File: config.mk
export PLATFORM = sky130hd
export DESIGN_NAME = press_ctrl
export DESIGN_NICKNAME = d
export VERILOG_FILES = /design/src/rtl/press_pkg.sv /design/src/rtl/press_classify.sv /design/src/rtl/press_ctrl.sv
export SDC_FILE = /design/constraint.sdc
export NUM_CORES = 1
export LEC_CHECK = 0
export ABC_CLOCK_PERIOD_IN_PS = 3500
export BUFFER_PORTS_ARGS = -buffer_cell sky130_fd_sc_hd__buf_2
export CAP_MARGIN = 30
export CORE_MARGIN = 10
export CORE_UTILIZATION = 59
export CTS_CLUSTER_DIAMETER = 60
export CTS_CLUSTER_SIZE = 30
export DETAILED_ROUTE_END_ITERATION = 10
export MAX_ROUTING_LAYER = met4
export PLACE_DENSITY = 0.8
export RECOVER_POWER = 100
export SLEW_MARGIN = 20
export SYNTH_ARGS = -nofsm -noshare
export SYNTH_HDL_FRONTEND = slang
export SYNTH_SLANG_ARGS = --single-unit
export TNS_END_PERCENT = 5
File: constraint.sdc
create_clock -name clk_100 -period 3.5 [get_ports clk_100]
set_input_delay 0.525 -clock clk_100 [delete_from_list [all_inputs] [get_ports clk_100]]
set_output_delay 0.525 -clock clk_100 [all_outputs]
set_load 0.02 [all_outputs]
File: src/rtl/press_pkg.sv
// Shared encodings for the push-button classifier and the RUN/PAUSE/STOP mode machine.
package press_pkg;

   localparam int unsigned MODE_W = 2;

   typedef enum logic [1:0] {
      IDLE    = 2'b00,
      PRESSED = 2'b01,
      HELD    = 2'b10
   } btn_state_t;

   typedef enum logic [MODE_W-1:0] {
      STOP  = 2'b00,
      RUN   = 2'b01,
      PAUSE = 2'b10
   } mode_t;

   // Short press toggles between RUN and PAUSE; from STOP it starts running.
   function automatic mode_t mode_after_short(input mode_t m);
      return (m == RUN) ? PAUSE : RUN;
   endfunction

endpackage

File: src/rtl/press_classify.sv
// Classifies a debounced button level into press-onset, short-release and long-hold pulses.
module press_classify
   import press_pkg::*;
#(
   parameter int unsigned LONG_CYCLES = 100,
   parameter int unsigned CNT_W       = 8
) (
   input  logic clk_100,
   input  logic rst,
   input  logic pb_de,
   output logic press_pulse,
   output logic short_pulse,
   output logic long_pulse,
   output logic short_c,
   output logic long_c
);

   localparam logic [CNT_W-1:0] LONG_M1 = CNT_W'(LONG_CYCLES - 1);

   btn_state_t       state_q, state_d;
   logic [CNT_W-1:0] hold_cnt_q, hold_cnt_d;
   logic             pb_d_q;
   logic             press_c;

   // Onset needs a low sample first, so a level held through reset is ignored.
   always_comb begin
      state_d    = state_q;
      hold_cnt_d = hold_cnt_q;
      press_c    = 1'b0;
      short_c    = 1'b0;
      long_c     = 1'b0;
      unique case (state_q)
         IDLE: begin
            if (pb_de && !pb_d_q) begin
               state_d    = PRESSED;
               hold_cnt_d = CNT_W'(1);
               press_c    = 1'b1;
            end
         end
         PRESSED: begin
            if (!pb_de) begin
               state_d    = IDLE;
               hold_cnt_d = '0;
               short_c    = 1'b1;
            end else begin
               hold_cnt_d = hold_cnt_q + CNT_W'(1);
               if (hold_cnt_q == LONG_M1) begin
                  state_d = HELD;
                  long_c  = 1'b1;
               end
            end
         end
         HELD: begin
            if (!pb_de) begin
               state_d    = IDLE;
               hold_cnt_d = '0;
            end
         end
         default: begin
            state_d    = IDLE;
            hold_cnt_d = '0;
         end
      endcase
   end

   always_ff @(posedge clk_100 or posedge rst) begin
      if (rst) begin
         state_q     <= IDLE;
         hold_cnt_q  <= '0;
         pb_d_q      <= 1'b1;
         press_pulse <= 1'b0;
         short_pulse <= 1'b0;
         long_pulse  <= 1'b0;
      end else begin
         state_q     <= state_d;
         hold_cnt_q  <= hold_cnt_d;
         pb_d_q      <= pb_de;
         press_pulse <= press_c;
         short_pulse <= short_c;
         long_pulse  <= long_c;
      end
   end

endmodule

File: src/rtl/press_ctrl.sv
// Single-button timer control: short press starts/pauses, long press stops and clears.
module press_ctrl
   import press_pkg::*;
#(
   parameter int unsigned LONG_CYCLES = 100,
   parameter int unsigned CNT_W       = 8
) (
   input  logic       clk_100,
   input  logic       rst,
   input  logic       pb_de,
   output logic       press_pulse,
   output logic       short_pulse,
   output logic       long_pulse,
   output logic       run,
   output logic       clr,
   output logic [1:0] mode
);

   logic  short_c, long_c;
   mode_t mode_q, mode_d;
   logic  run_q, run_d;
   logic  clr_q, clr_d;

   press_classify #(
      .LONG_CYCLES (LONG_CYCLES),
      .CNT_W       (CNT_W)
   ) u_classify (
      .clk_100     (clk_100),
      .rst         (rst),
      .pb_de       (pb_de),
      .press_pulse (press_pulse),
      .short_pulse (short_pulse),
      .long_pulse  (long_pulse),
      .short_c     (short_c),
      .long_c      (long_c)
   );

   // Mode follows the classifier's next-cycle pulses so it changes in the pulse cycle.
   always_comb begin
      mode_d = mode_q;
      clr_d  = 1'b0;
      if (long_c) begin
         mode_d = STOP;
         clr_d  = 1'b1;
      end else if (short_c) begin
         mode_d = mode_after_short(mode_q);
      end
      run_d = (mode_d == RUN);
   end

   always_ff @(posedge clk_100 or posedge rst) begin
      if (rst) begin
         mode_q <= STOP;
         run_q  <= 1'b0;
         clr_q  <= 1'b0;
      end else begin
         mode_q <= mode_d;
         run_q  <= run_d;
         clr_q  <= clr_d;
      end
   end

   assign mode = mode_q;
   assign run  = run_q;
   assign clr  = clr_q;

endmodule

Yosys cells after proc, flatten, opt, wreduce, memory -nomap -nowiden. Cells that the tools add are included.

$add $sub $neg: 1. Eq/ne operators: 8. Multiplexer cells: 20. Reduce and logical (&&, ||, !) cells: 5.

Operators by type and width (count): $mux W8 (3); $pmux W8 S3 (1); $mux W2 (7); $add A8 B1 Y8 const B (1); $eq A8 B7 Y1 const B (1); $mux W1 (8); $eq A2 B1 Y1 const B (3); $pmux W2 S3 (1); $ne A3 B2 Y1 const B (1); $reduce_and A3 Y1 (1); $eq A2 B2 Y1 const B (1); $logic_not A2 Y1 (1); $ne A2 B1 Y1 const B (1); $ne A2 B2 Y1 const B (1); $reduce_and A2 Y1 (1); $logic_and A1 B1 Y1 (1); $logic_not A1 Y1 (1).

Flip-flop bits (word level): 18. Input bits: 3. Logic and storage cells: 43.

Logic depth before layout (Yosys ltp). Gate-level depths: netlist (run 1).

Depth after elaboration: 6. Mapped depth: 5. Depth with buffers taken out: 4.

By module. A second synthesis (run 1) with hierarchy kept.

Cells, all modules: 88. Area total of the unflattened synthesis: 930.9 µm².

Modules (own cells, without submodules): press_classify (times used 1, cells an instance 75, area each 762.0 µm², seq. area each 351.6 µm²); press_ctrl (times used 1, cells an instance 13, area each 168.9 µm², seq. area each 100.1 µm²).

Least setup slack after synthesis (run 1). OpenSTA, ideal clock, no wires.

Path kind: reg-to-reg. Start: reg u_classify.hold_cnt_q[0]. End: reg mode_q[0] (netlist: mode[0]). Library setup time: 0.143 ns. Arrival time: 1.344 ns. Data required time: 3.357 ns. Slack: 2.013 ns. Cell stages (with the launch flop): 5. Path buffers: 0. Path through: dfrtp_1 ha_1 or4b_4 nor4_4 a211oi_1.

Word-level cells in the longest chain between the ends: 5.

Ends and longest elaborated chain: start, declared (line press_classify.sv:21) `logic [CNT_W-1:0] hold_cnt_q, hold_cnt_d;`; start signal, assigned (line press_classify.sv:76) `hold_cnt_q <= hold_cnt_d;`; $eq A8 B7 Y1 (line press_classify.sv:47) `if (hold_cnt_q == LONG_M1) begin`; $mux W1 (line press_classify.sv:47); $mux W1 (line press_classify.sv:41) `if (!pb_de) begin`; $mux W1 (line press_classify.sv:32) `unique case (state_q)`; $mux W2 (line press_ctrl.sv:42) `if (long_c) begin`; net mode_d[0] (line press_ctrl.sv:20) `mode_t mode_q, mode_d;`; end signal, assigned (line press_ctrl.sv:57) `mode_q <= mode_d;`; end, declared (line press_ctrl.sv:20).

The timed path passes the listed nets, and every way through them passes these cells. A chain may end at the register's enable or synchronous reset.

Worst setup path in the final report (run 1).
Start: reg u_classify.hold_cnt_q[0]. End: reg mode_q[1] (netlist: mode[1]).

The elaborated chain is that of the path after synthesis.

==> flow_summary.toml, run 1 <==
[status]
status = "finished, final reports clean"

[layout]
stdcell_count = 102
final_area_um2 = 877
multi_input_area_um2 = 355
regArea_um2 = 427
drive_gt1_frac = 0.0575
antenna_cells = 0
final_net_count = 92
area.growth.synth_to_final_pct = 1.89
fillers = 108

[synth]
syn_avg_cell_area_um2 = 11.0
yosys_warnings = 0
netlist_instances = 78
ys_seq_area_frac = 0.496
syn-num-nets = 82
yosysUniqueCellTypes = 36
synth.cell_area_um2 = 861
ys_seq_elements = 17

[route]
wl_per_cell_um = 15.8
wl_mm = 1.61
vias = 639
viasPerCell = 6.26
dr.pass1.iters = 6
drtAntennaViolNets = 0
drc = 0
drt_iter0_markers = 5

[setup_path]
cp.arrival_ns = 2.16
worstPathMaxFanout = 6
crit_buf_inv = 0
crit_family = "simple AND/OR/NAND/NOR gates"
endpoint_kind = "flip-flop"
r2r_end = "mode[1]$_DFF_PP0_"
cpPeakStageDelay_ns = 0.56
required_ns = 3.65
criticalPathCategory = "reg -> reg"
path_cells = "ha_1, or4b_1, nor4_1, nor2_1"
cp_slowest_cell = "nor4_1"
cp-start-kind = "flip-flop"
timing.rr.start = "u_classify.hold_cnt_q[0]$_DFFE_PP0P_"
r2r_slack_ns = 1.49
r2r_cells = 4

[clocking]
numCtsBuffers = 3
clk_latency_ns = 0.28
cts-root-buf = "clkbuf_4"
cts_setup_buffers = 0
cts.sinks = 17
clk_pin_slew_ns = 0.10
cts-htree-levels = 1
cts_buffer_depth = 2
cts_tree = "built"
hold_buffers = 0
cts_resized = 0

[sta]
maxSlewViolCount = 0
slew_headroom = 0.458
worstMarginPinSlew_ns = 0.811
setup_violations = 0
fin_crit_ns = 2.01
setup_tns_ns = 0
final.setup_skew_ns = 0.00321
worst_slack_ns = 1.49
rsz0062_at_grt = "no"
fmaxAchievable_mhz = 499
hold_viol_final = 0
final.period_utilization = 0.573

[global_routing]
grt_pass1_wl_mm = 2.68
grt.overflow.total = 0
antenna_found_initial = 0
grt_max_degree = 18
grt_usage = 0.103
grt_pass1_vias = 613

[place]
gp_congestion = 0.790
dp_cells = 98
place_area_um2 = 890
port_buffers = 9
dp_hpwl_mm = 1.19
pre_cts_ws_ns = 1.80

[worst_hold_path]
hold_class = "in -> async"

[floorplan]
die_x_um = 58.2
coreArea_um2 = 1330
rows = 13
fp.dieH_um = 58.2
start_util = 0.645
pin_count = 10
dieArea_um2 = 3390

[run]
maxCapViolCount = 0

[power_and_ir_drop]
intPower_uw = 298
clkPwrFrac = 0.234
power_per_cell_area_nw_per_um2 = 500
peakVddDrop_mv = 0.294
seqPwrFrac = 0.542
switchingPower_uw = 140
pwr-share-comb = 0.223
leakagePower_nw = 0.358
switching_share = 0.320
power_uw = 438
==> cell type report <==
cell class,count,share of cell area
repair buffers,9,0.0399
clock buffers,4,0.0300
multi-input cells,53,0.405
inverters,4,0.0171
well taps,15,0.0214
flip-flops and latches,17,0.486
==> cells in the final DEF, fill, tap and decap left out, types with 2 or more instances in the layout <==
master	netlist	final
dfrtp_1	16	16
o21a_1	2	2
clkbuf_1	0	9
a211oi_1	2	2
a32oi_1	2	2
nor4_1	1	2
a31oi_1	4	4
and3_1	1	2
clkbuf_4	0	3
nand2b_1	2	2
mux2i_1	2	2
nor3_1	2	2
o21ai_0	3	3
nand4_1	2	2
a22o_1	2	2
nand2_1	4	4
nor2b_1	2	2
nor2_1	3	3
xnor2_1	2	2
nand3_1	5	5
inv_1	3	3
==> power groups by stage <==
stage                     logic [mW]  clock network [mW]  registers [mW]
after floorplan               0.0560                   0           0.262
after global placement         0.106                   0           0.240
after detailed placement       0.109                   0           0.241
after CTS                      0.109               0.104           0.237
after global routing           0.108               0.115           0.241
final                         0.0979               0.103           0.238
==> flip-flops by register name, summed over array words and instances, names as in the netlist <==
name	flops
run	1
u_classify.pb_d_q	1
u_classify.state_q	2
u_classify.hold_cnt_q	8
u_classify.press_pulse	1
clr	1
mode	2
u_classify.short_pulse	1
==> worst max-delay path by stage <==
stage / from / cells past startpoint / to
after global placement: pb_de / 4 / u_classify.hold_cnt_q[3]$_DFFE_PP0P_
after detailed placement: pb_de / 4 / u_classify.hold_cnt_q[3]$_DFFE_PP0P_
after global routing: u_classify.hold_cnt_q[0]$_DFFE_PP0P_ / 4 / run$_DFF_PP0_
after floorplan: u_classify.hold_cnt_q[0]$_DFFE_PP0P_ / 4 / mode[0]$_DFF_PP0_
final: u_classify.hold_cnt_q[0]$_DFFE_PP0P_ / 4 / mode[1]$_DFF_PP0_
after CTS: u_classify.hold_cnt_q[0]$_DFFE_PP0P_ / 4 / mode[0]$_DFF_PP0_
==> cells in the mapped netlist <==
| library cell | n | area share |
|---|---|---|
| dfrtp_1 | 16 | 0.47 |
| nand3_1 | 5 | 0.029 |
| a31oi_1 | 4 | 0.029 |
| nand2_1 | 4 | 0.017 |
| inv_1 | 3 | 0.013 |
| nor2_1 | 3 | 0.013 |
| o21ai_0 | 3 | 0.017 |
| a211oi_1 | 2 | 0.017 |
| a22o_1 | 2 | 0.020 |
| a32oi_1 | 2 | 0.020 |
| buf_6 | 2 | 0.026 |
| mux2i_1 | 2 | 0.023 |
| nand2b_1 | 2 | 0.015 |
| nand4_1 | 2 | 0.015 |
| nor2b_1 | 2 | 0.015 |
| nor3_1 | 2 | 0.012 |
| o21a_1 | 2 | 0.017 |
| xnor2_1 | 2 | 0.020 |
| a41oi_1 | 1 | 0.010 |
| and3_1 | 1 | 0.0073 |
| and3_4 | 1 | 0.013 |
| and3b_1 | 1 | 0.010 |
| and4_1 | 1 | 0.010 |
| buf_2 | 1 | 0.0058 |
| buf_4 | 1 | 0.0087 |
| clkinv_1 | 1 | 0.0044 |
| dfstp_2 | 1 | 0.031 |
| ha_1 | 1 | 0.015 |
| nand3b_1 | 1 | 0.0087 |
| nor3b_2 | 1 | 0.015 |
| nor4_1 | 1 | 0.0073 |
| nor4_4 | 1 | 0.025 |
| o211ai_1 | 1 | 0.0087 |
| o311ai_0 | 1 | 0.010 |
| or3b_1 | 1 | 0.010 |
| or4b_4 | 1 | 0.016 |
==> worst reg2reg max path, delay by kind of cell, from the launching register on <==
family	cells	cell delay, ns
fa+ha+maj	1	0.26
flops	1	0.45
simple gates	3	1.18
==> cell families (layout without fill, tap and decap cells) <==
family	Yosys count	in the layout	synth area share
XOR/XNOR	2	2	0.0204
multiplexers	2	2	0.0233
buffers and inverters	8	17	0.0581
adder cells (fa/ha/maj)	1	1	0.0145
flip-flops	17	17	0.496
AO/OA/AOI/OAI	18	18	0.151
AND/OR/NAND/NOR	30	30	0.237
==> per-stage QoR <==
step                hold WS (ns)   util
global placement           0.498  0.667
finish                     0.306  0.658
global route               0.341  0.658
detailed placement         0.508  0.667
floorplan                  0.450      -
CTS                        0.327  0.687
==> routing by layer <==
metal / vias up / share of wire / GRT usage / routed length [um]
met5: - / 0 / - / 0
met4: 0 / 0.0081 / 0.0403 / 13
met3: 2 / 0.060 / 0.0370 / 96
met2: 14 / 0.47 / 0.163 / 759
met1: 315 / 0.46 / 0.117 / 740
li1: 308 / - / - / -
Power figures use the tool's default switching activity.
==> run 2: changes to the inputs <==
- ABC_CLOCK_PERIOD_IN_PS: 3500 -> 1770
- CORE_UTILIZATION: 59 -> 49
- PLACE_DENSITY: 0.8 -> 0.71
- clock period: 3.5 -> 1.77 ns (I/O delays scaled with it)
==> run 2 against run 1 <==
Against the previous run: power up 99%; die area rose by 13%; largest power group unchanged; sequential power rose by 97%; cell count up 2.0%; highest routed layer unchanged; clock power grew 98%; first-iteration DRC count increased to 4.0 times the previous value.
==> flow_summary.toml, run 2 (synthesis results as in run 1) <==
[clocking]
clk_pin_slew_ns = 0.09
numCtsBuffers = 3
cts_setup_buffers = 0
hold_buffers = 0
cts-htree-levels = 1
cts_resized = 0
clk_latency_ns = 0.29
cts_buffer_depth = 2
cts_tree = "built"
cts-root-buf = "clkbuf_4"
cts.sinks = 17

[global_routing]
grt_pass1_wl_mm = 2.75
grt_pass1_vias = 612
antenna_found_initial = 0
grt.overflow.total = 0
grt_usage = 0.0985
grt_max_degree = 18

[floorplan]
coreArea_um2 = 1690
start_util = 0.510
fp.dieH_um = 61.9
rows = 15
pin_count = 10
die_x_um = 61.9
dieArea_um2 = 3830

[sta]
setup_tns_ns = 0
rsz0062_at_grt = "no"
fmaxAchievable_mhz = 607
slew_headroom = 0.586
maxSlewViolCount = 0
fin_crit_ns = 1.65
worstMarginPinSlew_ns = 0.621
final.setup_skew_ns = 0.00586
setup_violations = 0
hold_viol_final = 0
final.period_utilization = 0.930

[setup_path]
cpPeakStageDelay_ns = 0.51
crit_family = "simple AND/OR/NAND/NOR gates"
cp-start-kind = "flip-flop"
r2r_cells = 4
cp_slowest_cell = "or4b_4"
worstPathMaxFanout = 6
cp.arrival_ns = 1.80
criticalPathCategory = "reg -> reg"
crit_buf_inv = 0
timing.rr.start = "u_classify.hold_cnt_q[0]$_DFFE_PP0P_"
r2r_end = "mode[0]$_DFF_PP0_"
r2r_slack_ns = 0.12
path_cells = "ha_1, or4b_4, nor4_4, a211oi_1"
required_ns = 1.92
endpoint_kind = "flip-flop"

[place]
port_buffers = 9
dp_hpwl_mm = 1.13
gp_congestion = 0.802

[layout]
area.growth.synth_to_final_pct = 4.94
mostFrequentLayoutCell = "dfrtp_1"
final_cell_mix = "dfrtp_1 (16), clkbuf_1 (9), nand3_1 (5), nand2_1 (4), a31oi_1 (4)"
antenna_cells = 0
largest_reg_flops = 8
drive_gt1_frac = 0.0920
multi_input_area_um2 = 379
fillers = 160
largest-register = "u_classify.hold_cnt_q"
regArea_um2 = 427
final_net_count = 92

[route]
viasPerCell = 6.11
vias = 635
drt_iter0_markers = 20
wl_per_cell_um = 14.6
wl_mm = 1.51
drtAntennaViolNets = 0
drc = 0
dr.pass1.iters = 4

[status]
status = "finished, final reports clean"

[power_and_ir_drop]
leakagePower_nw = 0.369
power_per_cell_area_nw_per_um2 = 964
power_uw = 871
peakVddDrop_mv = 0.576

[run]
maxCapViolCount = 0

[worst_hold_path]
hold_class = "in -> async"
[run 2: layout make-up]
type | instances | area share
clock buffers | 4 | 0.0291
well taps | 17 | 0.0235
repair buffers | 9 | 0.0388
flip-flops and latches | 17 | 0.472
multi-input cells | 53 | 0.420
inverters | 4 | 0.0166
[run 2: through the flow]
| stage | instance area, um^2 | hold WS, ns | util | instances | setup slack, ns |
|---|---|---|---|---|---|
| finish | 903 | 0.0317 | 0.535 | 104 | 0.123 |
| global route | 903 | 0.0771 | 0.535 | 104 | 0.0132 |
| CTS | 918 | 0.0565 | 0.544 | 104 | 0.110 |
| detailed placement | 892 | 0.374 | 0.528 | 100 | 0.127 |
| global placement | 892 | 0.367 | 0.528 | 100 | 0.186 |
| floorplan | 861 | 0.191 | - | 78 | 0.283 |
[run 2: where the power goes]
group | switching (mW) | leakage [nW] | internal, mW
Clock | 0.116 | 0.0150 | 0.0877
Combinational | 0.129 | 0.133 | 0.0694
Sequential | 0.0337 | 0.220 | 0.435
Total | 0.278 | 0.369 | 0.593
[run 2: worst max-delay path by stage]
stage	startpoint	end	slack, ns	cells after the start
detailed placement	u_classify.hold_cnt_q[0]$_DFFE_PP0P_	mode[1]$_DFF_PP0_	0.13	4
floorplan	u_classify.hold_cnt_q[0]$_DFFE_PP0P_	mode[0]$_DFF_PP0_	0.28	4
finish	u_classify.hold_cnt_q[0]$_DFFE_PP0P_	mode[0]$_DFF_PP0_	0.12	4
global placement	u_classify.hold_cnt_q[0]$_DFFE_PP0P_	mode[1]$_DFF_PP0_	0.19	4
CTS	u_classify.hold_cnt_q[0]$_DFFE_PP0P_	mode[1]$_DFF_PP0_	0.11	4
global route	u_classify.hold_cnt_q[0]$_DFFE_PP0P_	mode[0]$_DFF_PP0_	0.01	4
[run 2: worst reg2reg max path: stages, from the launching register on]
cell	delay, ns
dfrtp_1	0.43
ha_1	0.25
or4b_4	0.51
nor4_4	0.24
a211oi_1	0.08
[run 2: per-layer routing]
metal  vias to the layer above  track usage  part of all wire
met5                         -            -                 0
met4                         0       0.0573             0.022
met3                         5       0.0325             0.076
met2                        21        0.149              0.43
met1                       297        0.111              0.47
li1                        312            -                 -
==> run 3: changes to the inputs <==
- GPL_TIMING_DRIVEN: not set -> 0
==> run 3 against run 2 <==
Against the previous run: routed wire length up 1.3%; non-clock buffer count up 4; worst setup slack worse by 0.024 ns; clock skew up 0.0026 ns; cell area up 2.2%; via count down 1.3%; largest power group unchanged.
==> flow_summary.toml, run 3 (synthesis results as in run 1) <==
[floorplan]
rows = 15
die_x_um = 61.9
dieArea_um2 = 3830
coreArea_um2 = 1690
fp.dieH_um = 61.9
pin_count = 10
start_util = 0.510

[clocking]
cts_buffer_depth = 2
cts-root-buf = "clkbuf_4"
cts_setup_buffers = 0
hold_buffers = 0
cts_resized = 0
cts_tree = "built"
numCtsBuffers = 3
cts.sinks = 17
clk_latency_ns = 0.29
clk_pin_slew_ns = 0.10
cts-htree-levels = 1

[layout]
final_cell_mix = "dfrtp_1 (16), clkbuf_1 (11), nand3_1 (5), nand2_1 (4), a31oi_1 (4)"
area.growth.synth_to_final_pct = 7.27
final_net_count = 96
antenna_cells = 0
drive_gt1_frac = 0.110
largest_reg_flops = 8
largest-register = "u_classify.hold_cnt_q"
mostFrequentLayoutCell = "dfrtp_1"
stdcell_count = 108
fillers = 164
fin_util = 0.547
final_area_um2 = 923

[sta]
hold_viol_final = 0
slew_headroom = 0.598
final.setup_skew_ns = 0.00847
worstMarginPinSlew_ns = 0.602
maxSlewViolCount = 0
rsz0062_at_grt = "no"
final.period_utilization = 0.944
fmaxAchievable_mhz = 599
fin_crit_ns = 1.67
holdWs_ns = 0.0275
worst_slack_ns = 0.0994
setup_tns_ns = 0
setup_violations = 0

[place]
pre_cts_ws_ns = 0.117
place_area_um2 = 927
gp_congestion = 0.836
port_buffers = 9
dp_cells = 104

[route]
vias = 627
wl_per_cell_um = 14.2
drc = 0
dr.pass1.iters = 3
wl_mm = 1.53
drtAntennaViolNets = 0
drt_iter0_markers = 3
viasPerCell = 5.81

[setup_path]
endpoint_kind = "flip-flop"
cpPeakStageDelay_ns = 0.51
required_ns = 1.92
path_cells = "ha_1, or4b_4, nor4_4, a211oi_1"
criticalPathCategory = "reg -> reg"
worstPathMaxFanout = 6
cp.arrival_ns = 1.82
cp_slowest_cell = "or4b_4"
cp-start-kind = "flip-flop"

[global_routing]
grt_pass1_vias = 617
grt_usage = 0.0985
grt_pass1_wl_mm = 2.73
antenna_found_initial = 0
grt.overflow.total = 0
grt_max_degree = 18

[power_and_ir_drop]
peakVddDrop_mv = 0.471
leakagePower_nw = 0.382
power_uw = 872
power_per_cell_area_nw_per_um2 = 945

[status]
status = "finished, final reports clean"

[worst_hold_path]
hold_class = "in -> async"

[run]
maxCapViolCount = 0
==> run 3: area by class of cell <==
cell class,instances,area (um^2),share of cell area
Multi-Input combinational cell,53,379,0.411
Tap cell,17,21.3,0.0230
Inverter,4,15.0,0.0163
Clock buffer,4,26.3,0.0285
Buffer,4,20.0,0.0217
Sequential cell,17,427,0.462
Timing Repair Buffer,9,35.0,0.0379
==> run 3: worst paths after layout <==
kind | startpoint | to | slack (ns) | cells after the start
setup / recovery | u_classify.hold_cnt_q[0]$_DFFE_PP0P_ | mode[0]$_DFF_PP0_ | 0.1 | 4
hold / removal | rst | u_classify.hold_cnt_q[7]$_DFFE_PP0P_ | 0.03 | 2
setup reg to reg | u_classify.hold_cnt_q[0]$_DFFE_PP0P_ | mode[0]$_DFF_PP0_ | 0.1 | 4
hold reg to reg | u_classify.hold_cnt_q[6]$_DFFE_PP0P_ | u_classify.hold_cnt_q[6]$_DFFE_PP0P_ | 0.53 | 1
max in group asynchronous | rst | u_classify.state_q[1]$_DFFE_PP0P_ | 1.34 | 2
min in group clk_100 | pb_de | u_classify.pb_d_q$_DFF_PP1_ | 0.17 | 1
==> run 3: where the power goes <==
group          internal (mW)  switching, mW  total [mW]  leakage, nW
clock network         0.0875          0.116       0.203       0.0150
logic                 0.0704          0.129       0.199        0.146
registers              0.435         0.0346       0.470        0.220
total                  0.593          0.279       0.872        0.382
==> run 3: worst max-delay path, delay by kind of cell, from the launching register on <==
family	cells	cell delay, ns
and+or+nand+nor	2	0.75
AOI/OAI and AO/OA	1	0.08
DFF	1	0.45
adders and majority gates	1	0.26
==> run 3: metal layers <==
layer  GRT usage  vias to the layer above  wire length (um)
met4      0.0573                        0                33
met1       0.127                      296               793
met5           -                        -                 0
met3      0.0244                        4                64
li1            -                      317                 -
met2       0.136                       10               641
